## src/rtl/seq_detector_param.sv

```systemverilog
// -----------------------------------------------------------------------------
// seq_detector_param
//
// Parametrised Moore sequence detector. A serial bit stream is shifted into a
// LEN-bit history and compared against PATTERN (PATTERN[LEN-1] arrives first).
// Overlapping or non-overlapping detection is chosen at run time. Input
// sampling is gated by an enable, and an optional saturating match counter
// can be built in.
//
// Build option:
//   SEQ_DET_COUNT_EN  defined   -> match counter, clr and count_sat are built
//                     undefined -> match_count/count_sat tied to 0, clr ignored
//
// Parameters:
//   LEN      pattern length in bits (2..32)
//   PATTERN  target sequence, LEN bits
//   COUNT_W  match counter width (1..32)
//
// Ports:
//   clk          rising-edge clock
//   rst          asynchronous active-low reset
//   d            serial data bit
//   en           sample d on this edge when 1; otherwise all state holds
//   overlap      1 = overlapping detection, 0 = non-overlapping
//   clr          synchronous clear of the match counter (wins over increment)
//   out          registered Moore match flag, one enabled cycle per match
//   match_count  number of matches, saturating
//   count_sat    registered, high while match_count is all-ones
// -----------------------------------------------------------------------------
module seq_detector_param #(
  parameter int unsigned           LEN     = 4,
  parameter logic [LEN-1:0]        PATTERN = 4'b1011,
  parameter int unsigned           COUNT_W = 8
) (
  input  logic               clk,
  input  logic               rst,
  input  logic               d,
  input  logic               en,
  input  logic               overlap,
  input  logic               clr,
  output logic               out,
  output logic [COUNT_W-1:0] match_count,
  output logic               count_sat
);

  // fill counts 0..LEN inclusive, so it needs one value beyond LEN-1.
  localparam int unsigned       FILL_W   = $clog2(LEN + 1);
  localparam logic [FILL_W-1:0] FILL_MAX = FILL_W'(LEN);
  localparam logic [FILL_W-1:0] FILL_MIN = FILL_W'(LEN - 1);

  logic [LEN-1:0]    hist_q, hist_d;
  logic [FILL_W-1:0] fill_q, fill_d;
  logic              out_q,  out_d;
  logic [LEN-1:0]    cand;
  logic              match;

  // The candidate word includes the bit being sampled now; fill must already
  // hold LEN-1 valid bits so that stale history never completes a match.
  assign cand  = {hist_q[LEN-2:0], d};
  assign match = en && (cand == PATTERN) && (fill_q >= FILL_MIN);

  // NOTE: every combinational output gets a default first, so no path leaves
  // a variable unassigned and no latch is inferred.
  always_comb begin
    hist_d = hist_q;
    fill_d = fill_q;
    out_d  = out_q;
    if (en) begin
      hist_d = cand;
      out_d  = match;
      if (match) begin
        // Overlap keeps the matched bits as a valid prefix for the next match;
        // non-overlap discards them so LEN fresh bits are needed.
        fill_d = overlap ? FILL_MAX : '0;
      end else if (fill_q != FILL_MAX) begin
        fill_d = fill_q + FILL_W'(1);
      end
    end
  end

  // NOTE: sequential state is written with non-blocking assignments only, so
  // every flop samples the pre-edge value of every other flop.
  always_ff @(posedge clk or negedge rst) begin
    if (!rst) begin
      hist_q <= '0;
      fill_q <= '0;
      out_q  <= 1'b0;
    end else begin
      hist_q <= hist_d;
      fill_q <= fill_d;
      out_q  <= out_d;
    end
  end

  assign out = out_q;

`ifdef SEQ_DET_COUNT_EN
  logic [COUNT_W-1:0] count_q, count_d;
  logic               sat_q,   sat_d;

  always_comb begin
    count_d = count_q;
    if (clr) begin
      count_d = '0;
    end else if (match && !sat_q) begin
      count_d = count_q + COUNT_W'(1);
    end
    // Registered saturation flag tracks the value the counter is about to
    // take, so both change on the same edge.
    sat_d = (count_d == {COUNT_W{1'b1}});
  end

  always_ff @(posedge clk or negedge rst) begin
    if (!rst) begin
      count_q <= '0;
      sat_q   <= 1'b0;
    end else begin
      count_q <= count_d;
      sat_q   <= sat_d;
    end
  end

  assign match_count = count_q;
  assign count_sat   = sat_q;
`else
  // Counter not built: clr has no function in this configuration.
  logic unused_clr;
  assign unused_clr  = clr;
  assign match_count = '0;
  assign count_sat   = 1'b0;
`endif

endmodule

```

## config.mk

```make
export PLATFORM = sky130hd
export DESIGN_NAME = seq_detector_param
export DESIGN_NICKNAME = d
export VERILOG_FILES = /design/src/rtl/seq_detector_param.sv
export SDC_FILE = /design/constraint.sdc
export NUM_CORES = 1
export LEC_CHECK = 0
export BUFFER_PORTS_ARGS = -buffer_cell sky130_fd_sc_hd__buf_2
export CAP_MARGIN = 5
export CORE_AREA = 5 5 42 44
export CTS_BUF_LIST = sky130_fd_sc_hd__clkbuf_8
export CTS_CLUSTER_DIAMETER = 200
export CTS_CLUSTER_SIZE = 30
export DETAILED_ROUTE_END_ITERATION = 10
export DIE_AREA = 0 0 47 49
export PLACE_DENSITY = 0.64
export SYNTH_ARGS = -nofsm -noshare
export SYNTH_HDL_FRONTEND = slang
export SYNTH_SLANG_ARGS = --single-unit
```

## constraint.sdc

```tcl
create_clock -name clk -period 2 [get_ports clk]
set_input_delay 0.1 -clock clk [delete_from_list [all_inputs] [get_ports clk]]
set_output_delay 0.1 -clock clk [all_outputs]
set_load 0.03 [all_outputs]
```

==> results of run 1 <==
## critical path, stage by stage (launching register included)
cell and delay (ns):
dfrtp_1 0.40, ha_1 0.20, ha_1 0.18, a211oi_1 0.35, mux2_4 0.25, a22o_1 0.13
## area by class of cell
cell class | count | area (um^2)
Inverter | 5 | 18.8
Sequential cell | 7 | 175
Fill cell | 155 | 920
Timing Repair Buffer | 6 | 35.0
Clock inverter | 1 | 3.75
Multi-Input combinational cell | 28 | 188
Clock buffer | 3 | 41.3
Tap cell | 16 | 20.0
## where the power goes
part           internal [mW]  leakage, nW  switching, mW
combinational         0.0792        0.146         0.0997
sequential             0.183       0.0847         0.0334
clock                  0.133       0.0269         0.0618
## repair_timing
action,CTS,global route
resized for setup,0,0
endpoints found under the hold margin,7,0
hold buffers,1,0
## layout by cell type, fill, tap and decap left out
cell type / n
conb_1: 9
dfrtp_1: 7
inv_1: 6
buf_2: 5
ha_1: 3
clkbuf_8: 3
mux2_2: 2
nand2_1: 2
nor2_1: 2
a22o_1: 2
a211oi_1: 1
a21boi_0: 1
or3_1: 1
mux2_4: 1
o32ai_1: 1
a21oi_1: 1
o22ai_1: 1
o21ai_0: 1
dlygate4sd3_1: 1
## per-stage QoR
step           setup slack (ns)  total power, mW
3_3_place_gp              0.435            0.388
6_report                  0.429            0.589
2_1_floorplan             0.509            0.369
5_1_grt                   0.302            0.644
4_1_cts                   0.420            0.598
3_5_place_dp              0.444            0.396
## worst min-delay path by stage
stage | end | slack [ns] | cells past startpoint
floorplan | fill_q[0] | -0.20 | 0
global placement | fill_q[2] | -0.06 | 1
detailed placement | fill_q[2] | -0.05 | 1
CTS | hist_q[0] | 0.10 | 3
global route | hist_q[0] | 0.12 | 3
finish | hist_q[0] | 0.10 | 3
## sequential cells by signal, indices dropped and copies added, names as in the netlist
name,flops
out,1
fill_q,3
hist_q,3
## cell families after synthesis
group / count (synthesis)
compound gates: 8
fa+ha+maj: 3
buf+inv: 15
flops: 7
mux: 3
other cells: 1
simple gates: 5
## cells in the mapped netlist
master / number / area [um^2]
buf_4: 9 / 67.6
dfrtp_1: 7 / 175
inv_1: 5 / 18.8
ha_1: 3 / 37.5
a22o_1: 2 / 17.5
mux2_2: 2 / 22.5
nand2_1: 2 / 7.51
nor2_1: 2 / 7.51
a211oi_1: 1 / 7.51
a21boi_0: 1 / 7.51
a21oi_1: 1 / 5.00
buf_2: 1 / 5.00
conb_1: 1 / 3.75
mux2_4: 1 / 15.0
o21ai_0: 1 / 5.00
o22ai_1: 1 / 6.26
o32ai_1: 1 / 8.76
or3_1: 1 / 6.26
## routing by layer
metal | vias up | share of wire | wire, um | GRT usage
li1 | 137 | - | - | -
met1 | 135 | 0.39 | 273 | 0.0670
met2 | 7 | 0.53 | 370 | 0.0995
met3 | 2 | 0.053 | 37 | 0.0590
met4 | 0 | 0.019 | 13 | 0.0369
met5 | - | 0 | 0 | 0
==> results.cfg, run 1 <==
[grt]
grt_use_total = 0.0694
grt_first_pass_wirelength_mm = 1.09
antenna_found_initial = 0
grt_pass1_vias = 266
grt_start_max_net_pins = 8
overflow = 0

[routing]
ant_nets = 0
drc = 0
drt_iter0_markers = 0
wl_um = 695
drtPass1Iterations = 1
routed_via_density = 4.26
num_vias = 281
post_drt_wl_per_cell_um = 10.5

[setup_path]
crit_type = flop to flop
r2r_start = fill_q[0]
arrival_ns = 1.74
cp_max_fo = 3
r2r_cells = 5
worstPathRequired_ns = 2.17
startpoint = fill_q[0]
end_kind = flop
r2r_end = fill_q[1]
crit_end = fill_q[1]
start_kind = flop
rrSetupSlack_ns = 0.43

[synth]
seq_area_frac_synth = 0.413
synth-compound-area-share = 0.136
synth_warnings = 0
synthSimpleGateAreaFrac = 0.0501
synth_cell_type_count = 18
avgSynthCellArea_um2 = 10.1
synth_fa_ha_area_frac = 0.0885
synth_top_family_by_area = buffers and inverters
synth_mux_area_frac = 0.0885
synth-xor-area-share = 0
synth_seq_cells = 7
synthCells = 42
synthesis.area_um2 = 424

[clocking]
clk_path_buf_depth = 2
clock_latency_ns = 0.23
cts_inserted_buffers = 3
clk_pin_slew_ns = 0.04
cts_root_buf = clkbuf_8
cts_tree = done
htree_levels = 1
cts_sinks = 7
post_cts_buffers = 0

[cells_and_area]
n_antenna_cell = 0
area_delta_synth_final_pct = 13.6
postLayoutCellArea_um2 = 482
drive_above_1_share = 0.220
fin_cells = 66
nets = 60
utilization = 0.344

[die]
num_io_pins = 16
dieArea_um2 = 2300
core-area_um2 = 1400
rows = 14
start_util = 0.303
fp.dieW_um = 47
fp.dieH_um = 49

[timing]
hold_viol = 0
finalSetupViolations = 0
grt_setup_unrepaired = no
hold_slack_ns = 0.101
fin_worst_skew_ns = 0.00439
max_freq_ghz = 0.636
period_share = 0.786
min_period_ns = 1.57
timing.setup.tns_ns = 0
finalMaxSlewViolations = 0

[power]
peakVddDrop_mv = 0.538
power.leakage_nw = 0.258
power_density_nw_per_um2 = 1220

[worst_hold_path]
hold_class = primary input to flop
hold_start = d

[run_status]
outcome = finished, final reports clean

[place]
gp_congestion = 0.754
dp_cells = 61
portBuffers = 5
dpl_cell_area_um2 = 427
hpwl_um = 521

[flow_run]
maxCapViolCount = 0
Note: power is estimated with default switching activity, not from simulation.
==> inputs of run 2 (changes only) <==
Settings changed: ABC_AREA set to 1, PLACE_DENSITY 0.64 to 0.67.
Clock period 2 ns to 1.6 ns, I/O delays scaled along.
==> run 2 against run 1 <==
Maximum frequency up 22%. Power up 28%. Sequential cell count unchanged. Wire length up 7.3%. Synthesized cell count up 38%. Critical endpoint is now fill_q[2]. Utilization up 3.0 points.
==> results.cfg, run 2 <==
[setup_path]
start_kind = flop
end_kind = flop
arrival_ns = 1.45
crit_type = flop to flop
worstPathRequired_ns = 1.76
rrSetupSlack_ns = 0.31
r2r_cells = 9
r2r_end = fill_q[2]
cp_max_fo = 4
r2r_start = fill_q[0]

[timing]
finalMaxSlewViolations = 0
grt_setup_unrepaired = no
period_share = 0.805
finalSetupViolations = 0
max_freq_ghz = 0.777
min_period_ns = 1.29
timing.setup.tns_ns = 0
hold_viol = 0
fin_worst_skew_ns = 0.00192

[synth]
netlist_top_cells_count = 14 x nand2_1, 9 x buf_4, 7 x dfrtp_1
synth-compound-area-share = 0.0434
synth-main-ff-cell = dfrtp_1
synth_mux_area_frac = 0
yosys-top-cells-area = dfrtp_1 38%, buf_4 15%, nand2_1 11%
async_reset_ff_frac = 1.00
synth_seq_cells = 7
synth_warnings = 0
synth_most_common_cell = nand2_1
yosys.area.top_type = dfrtp_1
synth_cell_type_count = 13
seq_area_frac_synth = 0.379
avgSynthCellArea_um2 = 7.96
synthesis.area_um2 = 462
yosysTopAreaCellShare = 0.379
synth-edff-count = 0
synth-xor-area-share = 0
synthSimpleGateAreaFrac = 0.285
synth_top_family_by_area = simple AND/OR/NAND/NOR gates
synthCells = 58
synth_fa_ha_area_frac = 0.0813

[grt]
overflow = 0
grt_start_max_net_pins = 8
grt_pass1_vias = 322
grt_use_total = 0.0807
grt_first_pass_wirelength_mm = 1.32
antenna_found_initial = 0

[die]
fp.dieH_um = 49
core-area_um2 = 1400
fp.dieW_um = 47
num_io_pins = 16
dieArea_um2 = 2300
start_util = 0.329
rows = 14

[power]
p_comb_frac = 0.325
internal_power_mw = 0.480
peakVddDrop_mv = 0.501
power_density_nw_per_um2 = 1440
p_clk_frac = 0.324
swShare = 0.362
p_seq_frac = 0.351
power.leakage_nw = 0.298
p_sw_mw = 0.273
total_power_mw = 0.754

[worst_hold_path]
hold_path_end = hist_q[1]
worstHoldPathCells = 2
hold_class = primary input to flop
hold_start = en

[clocking]
clk_pin_slew_ns = 0.04
cts_sinks = 7
clock_latency_ns = 0.22
hold_buffers = 1
cts_root_buf = clkbuf_8
post_cts_buffers = 0
cts_tree = done
htree_levels = 1
post_cts_resized = 0
cts_inserted_buffers = 3
clk_path_buf_depth = 2

[flow_run]
maxCapViolCount = 0

[cells_and_area]
nets = 77
n_antenna_cell = 0
area_delta_synth_final_pct = 13.6
final_common_cell = nand2_1
mostFrequentLayoutCells = 14 x nand2_1, 9 x conb_1, 7 x inv_1, 7 x dfrtp_1
drive_above_1_share = 0.224

[routing]
routed_via_density = 4.14
drc = 0
wl_um = 746
post_drt_wl_per_cell_um = 8.99
drt_iter0_markers = 9
ant_nets = 0
drtPass1Iterations = 4
num_vias = 344

[place]
gp_congestion = 0.733
hpwl_um = 609
portBuffers = 5

[run_status]
outcome = finished, final reports clean
[run 2: cell count changes after synthesis, sizes merged, moves of 2 or more]
cell | previous run | this run
mux2 | 3 | 0
nand2 | 2 | 18
inv | 5 | 7
o21ai | 1 | 4
nand3 | 0 | 6
a22o | 2 | 0
[run 2: metrics by stage]
step | util | area, um^2 | setup WS (ns) | cells | hold slack [ns]
2_1_floorplan | - | 492 | 0.388 | 66 | -0.216
3_3_place_gp | 0.335 | 469 | 0.310 | 78 | -0.0797
3_5_place_dp | 0.335 | 469 | 0.304 | 78 | -0.0754
4_1_cts | 0.374 | 524 | 0.293 | 83 | 0.117
5_1_grt | 0.374 | 524 | 0.189 | 83 | 0.130
6_report | 0.374 | 524 | 0.312 | 83 | 0.114
[run 2: cell families after synthesis]
family	count (synthesis)
other	1
and+or+nand+nor	27
buffers and inverters	16
adders and majority gates	3
DFF	7
AOI/OAI and AO/OA	4
[run 2: cell type report]
| cell class | count | area [um^2] |
|---|---|---|
| sequential | 7 | 175 |
| inverter | 7 | 26.3 |
| tap | 16 | 20.0 |
| clock buffer | 3 | 41.3 |
| timing repair buffer | 6 | 35.0 |
| fill | 165 | 877 |
| clock inverter | 1 | 3.75 |
| multi-input combinational | 43 | 223 |
[run 2: how the worst max path moves through the flow]
stage | start | endpoint | slack, ns | cells past startpoint
final | fill_q[0] | fill_q[2] | 0.31 | 9
after CTS | fill_q[0] | fill_q[2] | 0.29 | 9
after global placement | fill_q[0] | fill_q[2] | 0.31 | 9
after detailed placement | fill_q[0] | fill_q[2] | 0.30 | 9
after global routing | fill_q[0] | fill_q[1] | 0.19 | 7
after floorplan | fill_q[0] | fill_q[2] | 0.39 | 8
[run 2: layer usage]
metal,vias up,wire length [um],global-route usage
met2,9,377,0.111
met1,158,321,0.101
met5,-,0,0
met3,0,47,0.0295
met4,0,0,0.0553
li1,177,-,-
[run 2: worst max-delay path, cell delays in order, from the launching register on]
cell     delay [ns]
dfrtp_1        0.38
ha_1           0.20
ha_1           0.17
nor2_1         0.09
nand2_1        0.08
nand3_2        0.10
nand2_1        0.06
nand2_1        0.05
nand2_1        0.04
nand2_1        0.05
[run 2: power groups by stage]
stage	registers [mW]	logic [mW]	clock network (mW)
3_3_place_gp	0.266	0.232	0
2_1_floorplan	0.262	0.214	0
6_report	0.265	0.245	0.244
5_1_grt	0.276	0.293	0.259
4_1_cts	0.265	0.251	0.251
3_5_place_dp	0.268	0.248	0
